[config.mk]
export PLATFORM = sky130hd
export DESIGN_NAME = conv_filter_sched
export DESIGN_NICKNAME = d
export VERILOG_FILES = /design/src/rtl/conv_filter_sched.sv
export SDC_FILE = /design/constraint.sdc
export NUM_CORES = 1
export LEC_CHECK = 0
export CORE_UTILIZATION = 39
export DETAILED_ROUTE_END_ITERATION = 10
export GPL_TIMING_DRIVEN = 0
export PLACE_DENSITY = 0.79
export SLEW_MARGIN = 20
export SYNTH_ARGS = -nofsm -noshare
export SYNTH_HDL_FRONTEND = slang
export SYNTH_SLANG_ARGS = --single-unit
[constraint.sdc]
create_clock -name clk -period 4.3 [get_ports clk]
set_input_delay 0.86 -clock clk [delete_from_list [all_inputs] [get_ports clk]]
set_output_delay 0.86 -clock clk [all_outputs]
set_load 0.02 [all_outputs]
[src/rtl/conv_filter_sched.sv]
// Time-shares one 3x5x5 MAC PE across NUM_FILT filters per window.
// Optional CONV_SCHED_RELU_EN clamps negative activations to zero.
module conv_filter_sched #(
  parameter int NUM_FILT = 8,
  parameter int ACC_W    = 24,
  parameter int BIAS_W   = 16,
  parameter int OUT_W    = 8,
  parameter int SHIFT    = 8,
  parameter int PE_LAT   = 4,
  localparam int FW      = $clog2(NUM_FILT)
) (
  input  logic                       clk,
  input  logic                       rst_n,
  input  logic                       enable,
  input  logic                       win_valid,
  input  logic                       win_last,
  output logic                       win_ready,
  output logic                       wt_rd_en,
  output logic [FW-1:0]              wt_addr,
  output logic                       pe_valid_in,
  input  logic [ACC_W-1:0]           pe_sum,
  input  logic                       pe_valid_out,
  input  logic [NUM_FILT*BIAS_W-1:0] bias_flat,
  output logic                       out_valid,
  output logic [OUT_W-1:0]           out_data,
  output logic [FW-1:0]              out_filt,
  output logic                       out_last,
  output logic                       frame_done,
  output logic                       busy,
  output logic                       err
);

  localparam int HW = $clog2(PE_LAT + 2);
  localparam logic signed [ACC_W:0] QMAX =
    (ACC_W+1)'((1 << (OUT_W - 1)) - 1);
  localparam logic signed [ACC_W:0] QMIN = ~QMAX;

  typedef enum logic [1:0] {
    IDLE, ISSUE, DRAIN, DONE
  } state_t;

  state_t            state;
  logic [FW-1:0]     f;
  logic              frame_end;
  logic              last_f;
  logic [PE_LAT:0]   tv;
  logic [PE_LAT:0]   tl;
  logic [FW-1:0]     tf [PE_LAT+1];
  logic [HW-1:0]     hold;
  logic              fire;

  logic signed [BIAS_W-1:0] bias [NUM_FILT];
  logic signed [BIAS_W-1:0] b;
  logic signed [ACC_W:0]    s;
  logic signed [ACC_W:0]    q;
  logic [OUT_W-1:0]         sat;
  logic [OUT_W-1:0]         act;

  assign last_f     = (f == FW'(NUM_FILT - 1));
  assign wt_rd_en   = (state == ISSUE);
  assign wt_addr    = f;
  assign win_ready  = wt_rd_en && last_f;
  assign frame_done = (state == DONE);
  assign busy       = (state != IDLE) || (|tv) || out_valid;
  assign fire       = pe_valid_out && tv[PE_LAT];

  always_ff @(posedge clk or negedge rst_n) begin
    if (!rst_n) begin
      state     <= IDLE;
      f         <= '0;
      frame_end <= 1'b0;
    end else begin
      unique case (state)
        IDLE: begin
          if (win_valid && enable) begin
            state     <= ISSUE;
            f         <= '0;
            frame_end <= win_last;
          end
        end
        ISSUE: begin
          if (last_f) begin
            f     <= '0;
            state <= frame_end ? DRAIN : IDLE;
          end else begin
            f <= f + 1'b1;
          end
        end
        DRAIN: begin
          if (tv == '0) state <= DONE;
        end
        DONE: state <= IDLE;
        default: state <= IDLE;
      endcase
    end
  end

  // Tag stage k lines up with PE operand issued k cycles ago
  always_ff @(posedge clk or negedge rst_n) begin
    if (!rst_n) begin
      pe_valid_in <= 1'b0;
      tv          <= '0;
      tl          <= '0;
      for (int k = 0; k <= PE_LAT; k++) tf[k] <= '0;
    end else begin
      pe_valid_in <= wt_rd_en;
      tv          <= {tv[PE_LAT-1:0], wt_rd_en};
      tl          <= {tl[PE_LAT-1:0], win_ready};
      tf[0]       <= f;
      for (int k = 1; k <= PE_LAT; k++) tf[k] <= tf[k-1];
    end
  end

  // Stale PE results may land just after reset; ignore them briefly
  always_ff @(posedge clk or negedge rst_n) begin
    if (!rst_n) begin
      hold <= HW'(PE_LAT + 1);
      err  <= 1'b0;
    end else if (hold != '0) begin
      hold <= hold - 1'b1;
    end else if (tv[PE_LAT] != pe_valid_out) begin
      err <= 1'b1;
    end
  end

  always_comb begin
    for (int i = 0; i < NUM_FILT; i++)
      bias[i] = bias_flat[i*BIAS_W +: BIAS_W];
    b = bias[tf[PE_LAT]];
    s = $signed({pe_sum[ACC_W-1], pe_sum})
      + $signed({{(ACC_W+1-BIAS_W){b[BIAS_W-1]}}, b});
    q = s >>> SHIFT;
    if (q > QMAX)      sat = {1'b0, {(OUT_W-1){1'b1}}};
    else if (q < QMIN) sat = {1'b1, {(OUT_W-1){1'b0}}};
    else               sat = q[OUT_W-1:0];
`ifdef CONV_SCHED_RELU_EN
    act = sat[OUT_W-1] ? '0 : sat;
`else
    act = sat;
`endif
  end

  always_ff @(posedge clk or negedge rst_n) begin
    if (!rst_n) begin
      out_valid <= 1'b0;
      out_data  <= '0;
      out_filt  <= '0;
      out_last  <= 1'b0;
    end else begin
      out_valid <= fire;
      out_last  <= fire && tl[PE_LAT];
      if (fire) begin
        out_data <= act;
        out_filt <= tf[PE_LAT];
      end
    end
  end

endmodule

==> impl_metrics.toml, run 1 <==
[detailed_routing]
num_vias = 4163
wl_per_cell_um = 20.4
ant_nets = 0
drc = 0
drtIter0Drc = 216
first_pass_iters = 5
via_per_inst = 5.73
wl_um = 14800

[synth]
syn_avg_cell_area_um2 = 10.4
synth_top_area_share_pct = 29.0
synthCells = 383
ys_seq_area_share_pct = 30.3
synth_edf_count = 0
ys.warnings.count = 0
synth_flop_cell = "dfrtp_1"
synthArstFlopShare_pct = 100
syn-num-nets = 569
ys_types = 59
synth.area.top_cells = "dfrtp_1 29%, mux4_2 17%, ha_1 8.8%"
synth_common_cells = "46 x dfrtp_1, 32 x a21oi_1, 30 x mux4_2"
synth_area_leader_cell = "dfrtp_1"
netlist_area_um2 = 3970
ys_ff_latch = 48
post-synth-top-count-cell = "dfrtp_1"

[setup_path]
startpoint_type = "input port"
rr_endpoint = "out_data[4]$_DFFE_PN0P_"
r2r_cells = 18
cp.arrival_ps = 4490
cp_common_cell = "buf_4"
cp.required_ps = 4530
crit_path_top_delay_cell = "mux4_2"
path_max_fanout = 7
cp_num_buf_inv = 5
rrSetupSlack_ps = 110
cp_cell_sequence = "dlygate4sd2_1 > mux4_2 > mux2_4 > ha_4 > nand4_1 > buf_4 > buf_4 > buf_4 > a31oi_4 > nor2_2 > or3_4 > a211oi_4 > a2111oi_4 > o41ai_4 > buf_4 > nand3b_1 > a21oi_2"
r2r-start = "tf[0]$_DFF_PN0_"
path_class = "in2reg"
path_delay_family = "compound AO/OA/AOI/OAI gates"
end_kind = "register"
slowest_delay_ps = 450

[power]
switchingPower_mw = 2.37
power_mw = 5.19
switching_share_pct = 45.7
power.leakage_nw = 2.83
p_int_mw = 2.82
combPwrFrac_pct = 80.2
p_seq_share_pct = 13.4
p_clk_share_pct = 6.4
irDropWorstVdd_v = 0.000477
power_density_nw_per_um2 = 748

[floorplan]
fp.dieH_um = 103
num_io_pins = 180
start_util_pct = 40.4
die_width_um = 103
die_area_um2 = 10600
rows = 36
core_area_um2 = 9820

[final_layout]
fin_util_pct = 70.7
fill_cells = 748
syn_to_final_growth_pct = 75.0
nets = 778
diodes = 0
drive_gt1_share_pct = 29.2

[clock_network]
clock_path_buffers = 2
tritoncts = "built"
cts_hold_buf = 0
cts_root_buffer = "clkbuf_8"
clk_pin_slew_ps = 80
worstSkewPairLatency_ps = 290
numCtsBuffers = 5
htreeDepth = 2
cts.sink_count = 48

[grt]
track_usage_pct = 27.2
gr-total-overflow = 0
grt_max_degree = 34
grt_pass1_vias = 4377
antenna_found_initial = 0
grt_pass1_wl_um = 21900

[timing]
setup_ws_ps = 32.1
relSlewSlack_pct = 48.3
drv_slew = 0
finClkSkew_ps = 5.82
hold_violations = 0
setup_violations = 0
finalCritPeriodShare_pct = 99.3
tightest_slew_ps = 774
period_needed_ps = 4270
fmax_mhz = 234
rsz0062_at_grt = "yes"

[status]
outcome = "completed"

[placed_design]
port_buffers = 179
post-place-ws_ps = -1110
dp_hpwl_um = 10800
gp_congestion = 0.942

[worst_hold_path]
hold_start = "tf[3]$_DFF_PN0_"
min_to = "tf[0]$_DFF_PN0_"
min_path_cells = 0
min_path_type = "reg2reg"

[job]
maxCapViolations = 0
[metal layers]
layer  share of wire, %  GRT usage [%]
met1                 38           31.7
met2                 51           49.9
met3                8.2           6.03
met4                3.3           7.58
met5                  0              0
[power groups by stage]
stage                     sequential, mW  clock [mW]  combinational, mW
after floorplan                    0.754           0               2.04
after global placement             0.697           0               2.87
after detailed placement           0.703           0               2.92
after CTS                          0.696       0.343               3.52
after global routing               0.714       0.358               4.46
final                              0.695       0.333               4.16
[registers in the layout, summed over array words and instances, names as in the netlist, 3 cells and up, named ones only]
signal    flops
out_filt      3
tv            5
hold          3
tf           15
out_data      8
wt_addr       3
tl            5
[per-stage QoR]
stage / area (um^2) / instances / TNS, ps / hold slack (ps)
detailed placement: 5950 / 696 / -7740 / 336
global route: 6950 / 726 / -495 / 365
floorplan: 3970 / 383 / 0 / 331
finish: 6950 / 726 / 0 / 352
CTS: 6500 / 717 / -2.41 / 355
global placement: 5930 / 695 / -7520 / 331
[placed cells by master, fill, tap and decap left out, types with 4 or more instances in the layout]
cell               n
dlymetal6s2s_1    19
o21ai_0           13
mux2_2            14
mux2_4             8
nand2_1           23
a211oi_4           4
nor3_1             4
buf_2              4
clkdlybuf4s50_1  130
nand2b_1           7
mux2i_1            4
nand4_1            7
a21oi_1           24
inv_1             12
ha_4              19
a21oi_2            6
nor2_1            25
ha_1               7
dfrtp_1           46
and2_1             8
buf_4             25
a2111oi_4          5
xor2_1             6
nand3_1            4
clkbuf_8           6
mux4_2            30
dlygate4sd2_1     27
nand2_2            6
[cells by family after synthesis]
kind of cell,synth area share (%)
and+or+nand+nor,14.4
adders and majority gates,8.83
muxes,24.6
AOI/OAI and AO/OA,17.1
xor gates and xnor gates,1.99
DFF,30.3
buffers and inverters,2.74
[what timing repair did]
item,CTS,global route
resized for setup,101,88
pin swaps,27,34
setup endpoints to repair,7,7
setup buffers,15,10
gates cloned,0,1
[layout make-up]
| type | count | area [um^2] | area share [%] |
|---|---|---|---|
| tap | 133 | 166 | 2.40 |
| timing repair buffer | 204 | 2000 | 28.8 |
| multi-input combinational | 310 | 3320 | 47.8 |
| clock inverter | 2 | 38.8 | 0.558 |
| clock buffer | 6 | 82.6 | 1.19 |
| buffer | 11 | 87.6 | 1.26 |
| inverter | 12 | 45.0 | 0.649 |
| sequential | 48 | 1200 | 17.3 |
[worst max-delay path by stage]
stage	from	endpoint	slack, ps	cells past startpoint
2_1_floorplan	bias_flat[122]	out_data[0]$_DFFE_PN0P_	130	12
3_3_place_gp	bias_flat[40]	out_data[4]$_DFFE_PN0P_	-1080	13
3_5_place_dp	bias_flat[122]	out_data[4]$_DFFE_PN0P_	-1110	13
4_1_cts	bias_flat[4]	out_data[4]$_DFFE_PN0P_	-2	15
5_1_grt	tf[0]$_DFF_PN0_	out_data[3]$_DFFE_PN0P_	-80	15
6_report	bias_flat[18]	out_data[4]$_DFFE_PN0P_	30	17
Note: power is estimated with default switching activity, not from simulation.
==> run 2: changes to the inputs <==
- CTS_CLUSTER_DIAMETER: unset -> 40
==> results of run 2 <==
Same layout as run 1: the final DEF is identical, and so are final timing and power.
